<file path="src/rtl/remote_player_ctrl.sv">
// Remote player link: parses the 7-byte UART state packet, validates its XOR checksum,
// and commits position/level to the draw stage only at the start of vertical blanking.
module remote_player_ctrl #(
   parameter int unsigned BYTE_TIMEOUT        = 100000,
   parameter int unsigned LINK_TIMEOUT_FRAMES = 60,
   parameter int unsigned X_MAX               = 977,
   parameter int unsigned Y_MAX               = 705
) (
   input  logic        clk,
   input  logic        rst,
   input  logic [7:0]  rx_data,
   input  logic        rx_valid,
   input  logic        vblnk,
   output logic [11:0] x_value,
   output logic [11:0] y_value,
   output logic [1:0]  level_remote,
   output logic        remote_active,
   output logic [7:0]  pkt_err_cnt
);

   localparam int unsigned       TMR_W    = $clog2(BYTE_TIMEOUT + 1);
   localparam int unsigned       MISS_W   = $clog2(LINK_TIMEOUT_FRAMES + 1);
   localparam logic [7:0]        HDR      = 8'hA5;
   localparam logic [11:0]       X_LIM    = 12'(X_MAX);
   localparam logic [11:0]       Y_LIM    = 12'(Y_MAX);
   localparam logic [TMR_W-1:0]  TMR_LAST = TMR_W'(BYTE_TIMEOUT - 1);
   localparam logic [MISS_W-1:0] MISS_MAX = MISS_W'(LINK_TIMEOUT_FRAMES);

   typedef enum logic [2:0] {IDLE, X_HI, X_LO, Y_HI, Y_LO, LVL, CHK} state_t;

   function automatic logic [11:0] clamp_pos(input logic [11:0] v, input logic [11:0] lim);
      return (v > lim) ? lim : v;
   endfunction

   function automatic logic [7:0] sat_inc_err(input logic [7:0] v);
      return (v == 8'hFF) ? v : v + 8'd1;
   endfunction

   function automatic logic [MISS_W-1:0] sat_inc_miss(input logic [MISS_W-1:0] v);
      return (v >= MISS_MAX) ? MISS_MAX : v + MISS_W'(1);
   endfunction

   state_t            state, state_n;
   logic [TMR_W-1:0]  tmr;
   logic              tmr_expired, pkt_good, pkt_bad;
   logic [3:0]        x_hi, y_hi;
   logic [7:0]        x_lo, y_lo, chk_acc;
   logic [1:0]        lvl;
   logic [11:0]       sh_x, sh_y;
   logic [1:0]        sh_lvl;
   logic              pending;
   logic              vblnk_r, vblnk_prev, vblnk_rise, commit;
   logic [MISS_W-1:0] miss;

   assign tmr_expired = (state != IDLE) && (tmr == TMR_LAST);
   assign vblnk_rise  = vblnk_r & ~vblnk_prev;
   assign commit      = vblnk_rise & pending;

   always_ff @(posedge clk or negedge rst) begin
      if (!rst) state <= IDLE;
      else      state <= state_n;
   end

   // A received byte always wins over a timeout expiring on the same cycle.
   always_comb begin
      state_n  = state;
      pkt_good = 1'b0;
      pkt_bad  = 1'b0;
      if (rx_valid) begin
         case (state)
            IDLE: if (rx_data == HDR) state_n = X_HI;
            X_HI: state_n = X_LO;
            X_LO: state_n = Y_HI;
            Y_HI: state_n = Y_LO;
            Y_LO: state_n = LVL;
            LVL:  state_n = CHK;
            CHK: begin
               state_n = IDLE;
               if (rx_data == chk_acc) pkt_good = 1'b1;
               else                    pkt_bad  = 1'b1;
            end
            default: state_n = IDLE;
         endcase
      end else if (tmr_expired) begin
         state_n = IDLE;
         pkt_bad = 1'b1;
      end
   end

   always_ff @(posedge clk or negedge rst) begin
      if (!rst) begin
         tmr     <= '0;
         x_hi    <= '0;
         x_lo    <= '0;
         y_hi    <= '0;
         y_lo    <= '0;
         lvl     <= '0;
         chk_acc <= '0;
      end else begin
         if (rx_valid || state == IDLE || tmr_expired) tmr <= '0;
         else                                          tmr <= tmr + TMR_W'(1);
         if (rx_valid) begin
            case (state)
               X_HI: begin x_hi <= rx_data[3:0]; chk_acc <= rx_data; end
               X_LO: begin x_lo <= rx_data;      chk_acc <= chk_acc ^ rx_data; end
               Y_HI: begin y_hi <= rx_data[3:0]; chk_acc <= chk_acc ^ rx_data; end
               Y_LO: begin y_lo <= rx_data;      chk_acc <= chk_acc ^ rx_data; end
               LVL:  begin lvl  <= rx_data[1:0]; chk_acc <= chk_acc ^ rx_data; end
               default: ;
            endcase
         end
      end
   end

   // Shadows load on a good packet; a commit on the same edge still takes the old shadow.
   always_ff @(posedge clk or negedge rst) begin
      if (!rst) begin
         sh_x        <= '0;
         sh_y        <= '0;
         sh_lvl      <= '0;
         pending     <= 1'b0;
         pkt_err_cnt <= '0;
      end else begin
         if (pkt_good) begin
            sh_x    <= clamp_pos({x_hi, x_lo}, X_LIM);
            sh_y    <= clamp_pos({y_hi, y_lo}, Y_LIM);
            sh_lvl  <= lvl;
            pending <= 1'b1;
         end else if (commit) begin
            pending <= 1'b0;
         end
         if (pkt_bad) pkt_err_cnt <= sat_inc_err(pkt_err_cnt);
      end
   end

   always_ff @(posedge clk or negedge rst) begin
      if (!rst) begin
         vblnk_r       <= 1'b0;
         vblnk_prev    <= 1'b0;
         x_value       <= '0;
         y_value       <= '0;
         level_remote  <= '0;
         remote_active <= 1'b0;
         miss          <= '0;
      end else begin
         vblnk_r    <= vblnk;
         vblnk_prev <= vblnk_r;
         if (commit) begin
            x_value       <= sh_x;
            y_value       <= sh_y;
            level_remote  <= sh_lvl;
            remote_active <= 1'b1;
            miss          <= '0;
         end else if (vblnk_rise) begin
            miss <= sat_inc_miss(miss);
            if (sat_inc_miss(miss) >= MISS_MAX) remote_active <= 1'b0;
         end
      end
   end

endmodule
</file>
<file path="config.mk">
export PLATFORM = sky130hd
export DESIGN_NAME = remote_player_ctrl
export DESIGN_NICKNAME = d
export VERILOG_FILES = /design/src/rtl/remote_player_ctrl.sv
export SDC_FILE = /design/constraint.sdc
export NUM_CORES = 1
export LEC_CHECK = 0
export BUFFER_PORTS_ARGS = -buffer_cell sky130_fd_sc_hd__buf_2
export CAP_MARGIN = 20
export CORE_ASPECT_RATIO = 0.7
export CORE_MARGIN = 10
export CORE_UTILIZATION = 40
export CTS_BUF_LIST = sky130_fd_sc_hd__clkbuf_4 sky130_fd_sc_hd__clkbuf_8
export DETAILED_ROUTE_END_ITERATION = 10
export HOLD_SLACK_MARGIN = 0.06
export PLACE_DENSITY = 0.62
export RECOVER_POWER = 25
export SYNTH_ARGS = -nofsm -noshare
export SYNTH_HDL_FRONTEND = slang
export SYNTH_SLANG_ARGS = --single-unit
</file>
<file path="constraint.sdc">
create_clock -name clk -period 4.9 [get_ports clk]
set_input_delay 0 -clock clk [delete_from_list [all_inputs] [get_ports clk]]
set_output_delay 0 -clock clk [all_outputs]
set_load 0.02 [all_outputs]
</file>
== Word level (Yosys, flattened, before mapping) ==
Index checks and enable logic that the tools add are counted.

* Flip-flop bits (word level): 124
* Input bits: 12

* Add/subtract/negate cells: 3
* Magnitude comparators: 4
* Eq/ne operators: 11
* Multiplexer cells: 23
* Bitwise logic cells: 5
* Reductions and logical operators: 20

{| class="wikitable"
|+ Operator list
! kind !! number
|-
| > comparator 12 x 10 -> 1 bit, second input constant || 2
|-
| 2-to-1 mux 12 bit || 2
|-
| 2-to-1 mux 6 bit || 3
|-
| case mux 3 bit (6 select lines) || 1
|-
| AND reduction 2 bit || 9
|-
| adder 17 x 1 -> 17 bit, second input constant || 1
|-
| == test 17 bit, second input constant || 1
|-
| 2-to-1 mux 17 bit || 1
|-
| == test 8 bit, second input constant || 2
|-
| case mux 8 bit (2 select lines) || 1
|-
| greater-or-equal comparator 6 bit, second input constant || 2
|-
| 2-to-1 mux 1 bit || 12
|-
| nonzero test 2 bit || 5
|-
| == test 3 bit, second input constant || 3
|-
| 2-to-1 mux 3 bit || 3
|-
| adder 8 x 1 -> 8 bit, second input constant || 1
|-
| == test 8 bit || 1
|-
| bitwise XOR 8 bit || 1
|-
| adder 6 x 1 -> 6 bit, second input constant || 1
|-
| == test 3 x 2 -> 1 bit, second input constant || 2
|-
| OR reduction 4 bit || 1
|-
| == test 3 x 1 -> 1 bit, second input constant || 1
|-
| zero test 3 bit || 1
|-
| != test 3 bit, second input constant || 1
|-
| other kinds (5) || 8
|}

== Logic depth before layout (Yosys ltp) ==
* Word-level depth: 6
* Depth in mapped cells: 7

== Least setup slack after synthesis ==
No wires, ideal clock.

* Path kind: reg-to-reg
* Start point: register tmr[12]
* End point: register pkt_err_cnt[7]
* Arrival time: 2017 ps
* Data required time: 4775 ps
* Setup slack: 2758 ps
* Cell stages (with the launch flop): 6
* Path through: dfrtp_1 > or4b_4 > nor4_4 > nor3b_4 > o2111ai_2 > mux2_4

* Cells in the longest elaborated chain, start to end: 5

{| class="wikitable"
|+ Ends and longest elaborated chain
! element !! RTL line !! text
|-
| start, declared || 44 || <nowiki>logic [TMR_W-1:0] tmr;</nowiki>
|-
| start signal, assigned || 101 || <nowiki>else tmr <= tmr + TMR_W'(1);</nowiki>
|-
| == test 17 bit || 55 || <nowiki>assign tmr_expired = (state != IDLE) && (tmr == TMR_LAST);</nowiki>
|-
| logical AND 1 bit || 55 ||
|-
| 2-to-1 mux 1 bit || 84 || <nowiki>end else if (tmr_expired) begin</nowiki>
|-
| 2-to-1 mux 1 bit || 69 || <nowiki>if (rx_valid) begin</nowiki>
|-
| AND reduction 2 bit (no source line) || -- ||
|-
| end signal, assigned || 132 || <nowiki>if (pkt_bad) pkt_err_cnt <= sat_inc_err(pkt_err_cnt);</nowiki>
|-
| end, declared || 18 || <nowiki>output logic [7:0] pkt_err_cnt</nowiki>
|}

Every way passes these cells.
A chain may end at the register's enable or synchronous reset.

== Worst setup path after layout ==
* Start point: register state[1]
* End point: register sh_x[0]

* Cells in the longest elaborated chain, start to end: 3

{| class="wikitable"
|+ Ends and longest elaborated chain
! element !! RTL line !! text
|-
| start, declared || 43 || <nowiki>state_t state, state_n;</nowiki>
|-
| start signal, assigned || 61 || <nowiki>else state <= state_n;</nowiki>
|-
| == test 3 bit || 70 || <nowiki>case (state)</nowiki>
|-
| 2-to-1 mux 1 bit || 70 ||
|-
| 2-to-1 mux 1 bit || 69 ||
|-
| end signal, assigned || 125 || <nowiki>sh_x <= clamp_pos({x_hi, x_lo}, X_LIM);</nowiki>
|-
| end, declared || 49 || <nowiki>logic [11:0] sh_x, sh_y;</nowiki>
|}

Every way passes these cells.

==> metrics <==
vias in the first global route 3,950; CTS tree yes; Comb pwr share between 20% and 30%; TritonCTS sink count 124; WL/cell 15.70 um; power consumption just under 3 mW; Syn Inst Count 495; origin of the worst setup path state[1]; fin crit share 56.65%; commonest non-fill, non-tap cell in the layout dfrtp_1; I/O Buffers 46; fraction of registers with async set/reset 100.0%; row count 36; Post-Route WL 11,870 um; Clock Latency Late Sink roughly 440 ps; Tmin final 2776 ps; most frequent cells in the layout dfrtp_1 (124), nor2_1 (53), mux2_2 (48); sw frac 32.60%; buffer depth of the longest clock path 2; crit end category flop; TNS Setup 0 ps; Synth area leader dfrtp_1; HP Start vblnk; final hold vios 0; die area around 19,000 sq um; GP Congestion between 0.8 and 0.9; Pleak between 2 and 3 nW; die width between 150 and 200 um; Clock Power Share about 31%; worst-margin pin slew 1605 ps; number of enable flip-flop cells after synthesis 0; number of diodes 0; Int Power ~2 mW; sequential power share 48.0%; critical path class reg -> reg; core area 13,780 sq um; initial antenna violation count 0; Root Driver clkbuf_8; hold slack between 150 and 200 ps; crit path max fanout 23; Final Skew 20.53 ps; outcome finished with violations; Final setup viols 0; crit path DAT 3060 ps; Seq cells post-synth 124; Die H 118.9 um; post-synth top area share between 50% and 60%; post-DR vias/cell 5.194; worst hold-check path type in -> reg; H-tree depth 4; Post-CTS Resized 0; worst endpoint required time 5190 ps; synthesis-to-finish area growth 15.96%; met1 WL 5793 um; ys flop type dfrtp_1; synth top area cells dfrtp_1 (56%), mux2_2 (9.7%), nor2_1 (3.6%), a21oi_1 (3.0%), nand2_1 (2.6%); Slew Limit Fails 28; initial core utilization 40.55%; CP Launch Type flop; Total Routing Usage GR about an eighth; pwr dens 460.1 nW/um^2; warnings from Yosys 0; met2 WL 5218 um; slew margin rel. -6.968%; RR Startpoint state[1]; grt total ovfl 0; Initial DRC Count 344; Post-CTS Hold Fix Bufs 11; Num CTS Buffers 17; net switching power figure 972.1 uW; Post-Place Cells 710; Max Clk Rate 0.3603 GHz; reg2reg setup slack roughly 2100 ps; area of the mapped netlist between 5000 and 6000 sq um; Final Non-Filler Cells 756; worst vdd ir 0.0001818 V; largest net degree at the start of global routing 85; max layer used met4; routed wl met3 between 600 and 700 um; layout cells sized above 1 19.43%; RSZ-0062 raised after global routing no; Avg Synthesized Cell Area 11.29 sq um; Fillers 1,279; Netlist cell types 56; max-cap violation count 1; Final nets 569; vias post-DR a little under 4,000; # Post-CTS Setup Buffers 0; Worst-path clk slew ~90 ps; DR pass1 iterations 4; Post-route DRC 0; Routed Antenna Nets 0; syn_nets 510; failing checks capacitance limit, slew limit; I/O pins 47; post-DP HPWL 7985 um; first-pass GRT wire length roughly 20,000 um; Seq/Total Area, Yosys 55.52%
[cells by family after synthesis]
group                      synth area share, %
muxes                                    10.34
AOI/OAI and AO/OA                        12.13
buffers and inverters                    2.731
adders and majority gates               0.6717
xor gates and xnor gates                 4.388
DFF                                      55.52
and+or+nand+nor                          14.22
[Yosys cell counts, drive strengths merged, types with 2 or more instances]
cell,n
xor2,15
nor4,5
a31oi,4
or2,2
nand4bb,2
a21oi,33
or3,2
nand3,15
a41o,2
o221ai,11
nor3,8
o22ai,5
o211ai,6
ha,3
and2,6
nor3b,2
nand4,5
nand2b,3
nor2,53
a211o,5
clkbuf,17
or4b,2
o22a,3
nand2,39
dfrtp,124
and3,4
inv,11
o21ai,20
buf,5
a22o,6
xnor2,13
mux2,51
a2111oi,2
[flip-flops by register name, indices dropped and copies added (netlist names), 6 cells and up]
signal	flops
chk_acc	8
x_lo	8
y_lo	8
x_value	12
miss	6
pkt_err_cnt	8
tmr	17
sh_y	12
y_value	12
sh_x	12
[power groups by stage]
stage | clock [mW] | sequential, mW | combinational, mW
after global routing | 0.998 | 1.47 | 0.714
after CTS | 0.955 | 1.42 | 0.635
after global placement | 0 | 1.43 | 0.599
final | 0.924 | 1.43 | 0.627
after floorplan | 0 | 1.37 | 0.527
after detailed placement | 0 | 1.44 | 0.622
[routing by layer]
layer,vias up,GRT usage [%]
met5,-,0
met3,16,3.820
met4,0,4.819
li1,1896,-
met1,1936,17.89
met2,79,18.48
[worst paths after layout]
path | endpoint | depth (start not counted)
worst max-delay path | sh_x[0] | 5
worst min register to register | vblnk_prev | 0
worst min-delay path | vblnk_r | 2
max in group asynchronous | level_remote[0] | 5
worst max register to register | sh_x[0] | 5
min in group asynchronous | tmr[1] | 3
[area by class of cell]
class | instances | area, sq um | share of cell area, %
Multi-Input combinational cell | 337 | 2333 | 36.00
Tap cell | 190 | 237.7 | 3.668
Timing Repair Buffer | 62 | 360.3 | 5.560
Clock buffer | 17 | 234.0 | 3.610
Inverter | 12 | 45.04 | 0.6950
Clock inverter | 14 | 167.7 | 2.587
Sequential cell | 124 | 3103 | 47.88
[per-stage QoR]
step           setup WS, ps  util (%)  area, sq um
2_1_floorplan          2758         -         5589
3_3_place_gp           2368     43.24         5959
3_5_place_dp           2190     43.24         5959
4_1_cts                2123     46.95         6471
5_1_grt                1772     47.02         6481
6_report               2124     47.02         6481
[critical path, cell delays in order (launching register included)]
cell and delay [ps]:
dfrtp_1 840, nand2b_1 140, nor2_1 160, nand3_1 560, nor4_2 760, a21oi_1 170
Note: power is estimated with default switching activity, not from simulation.
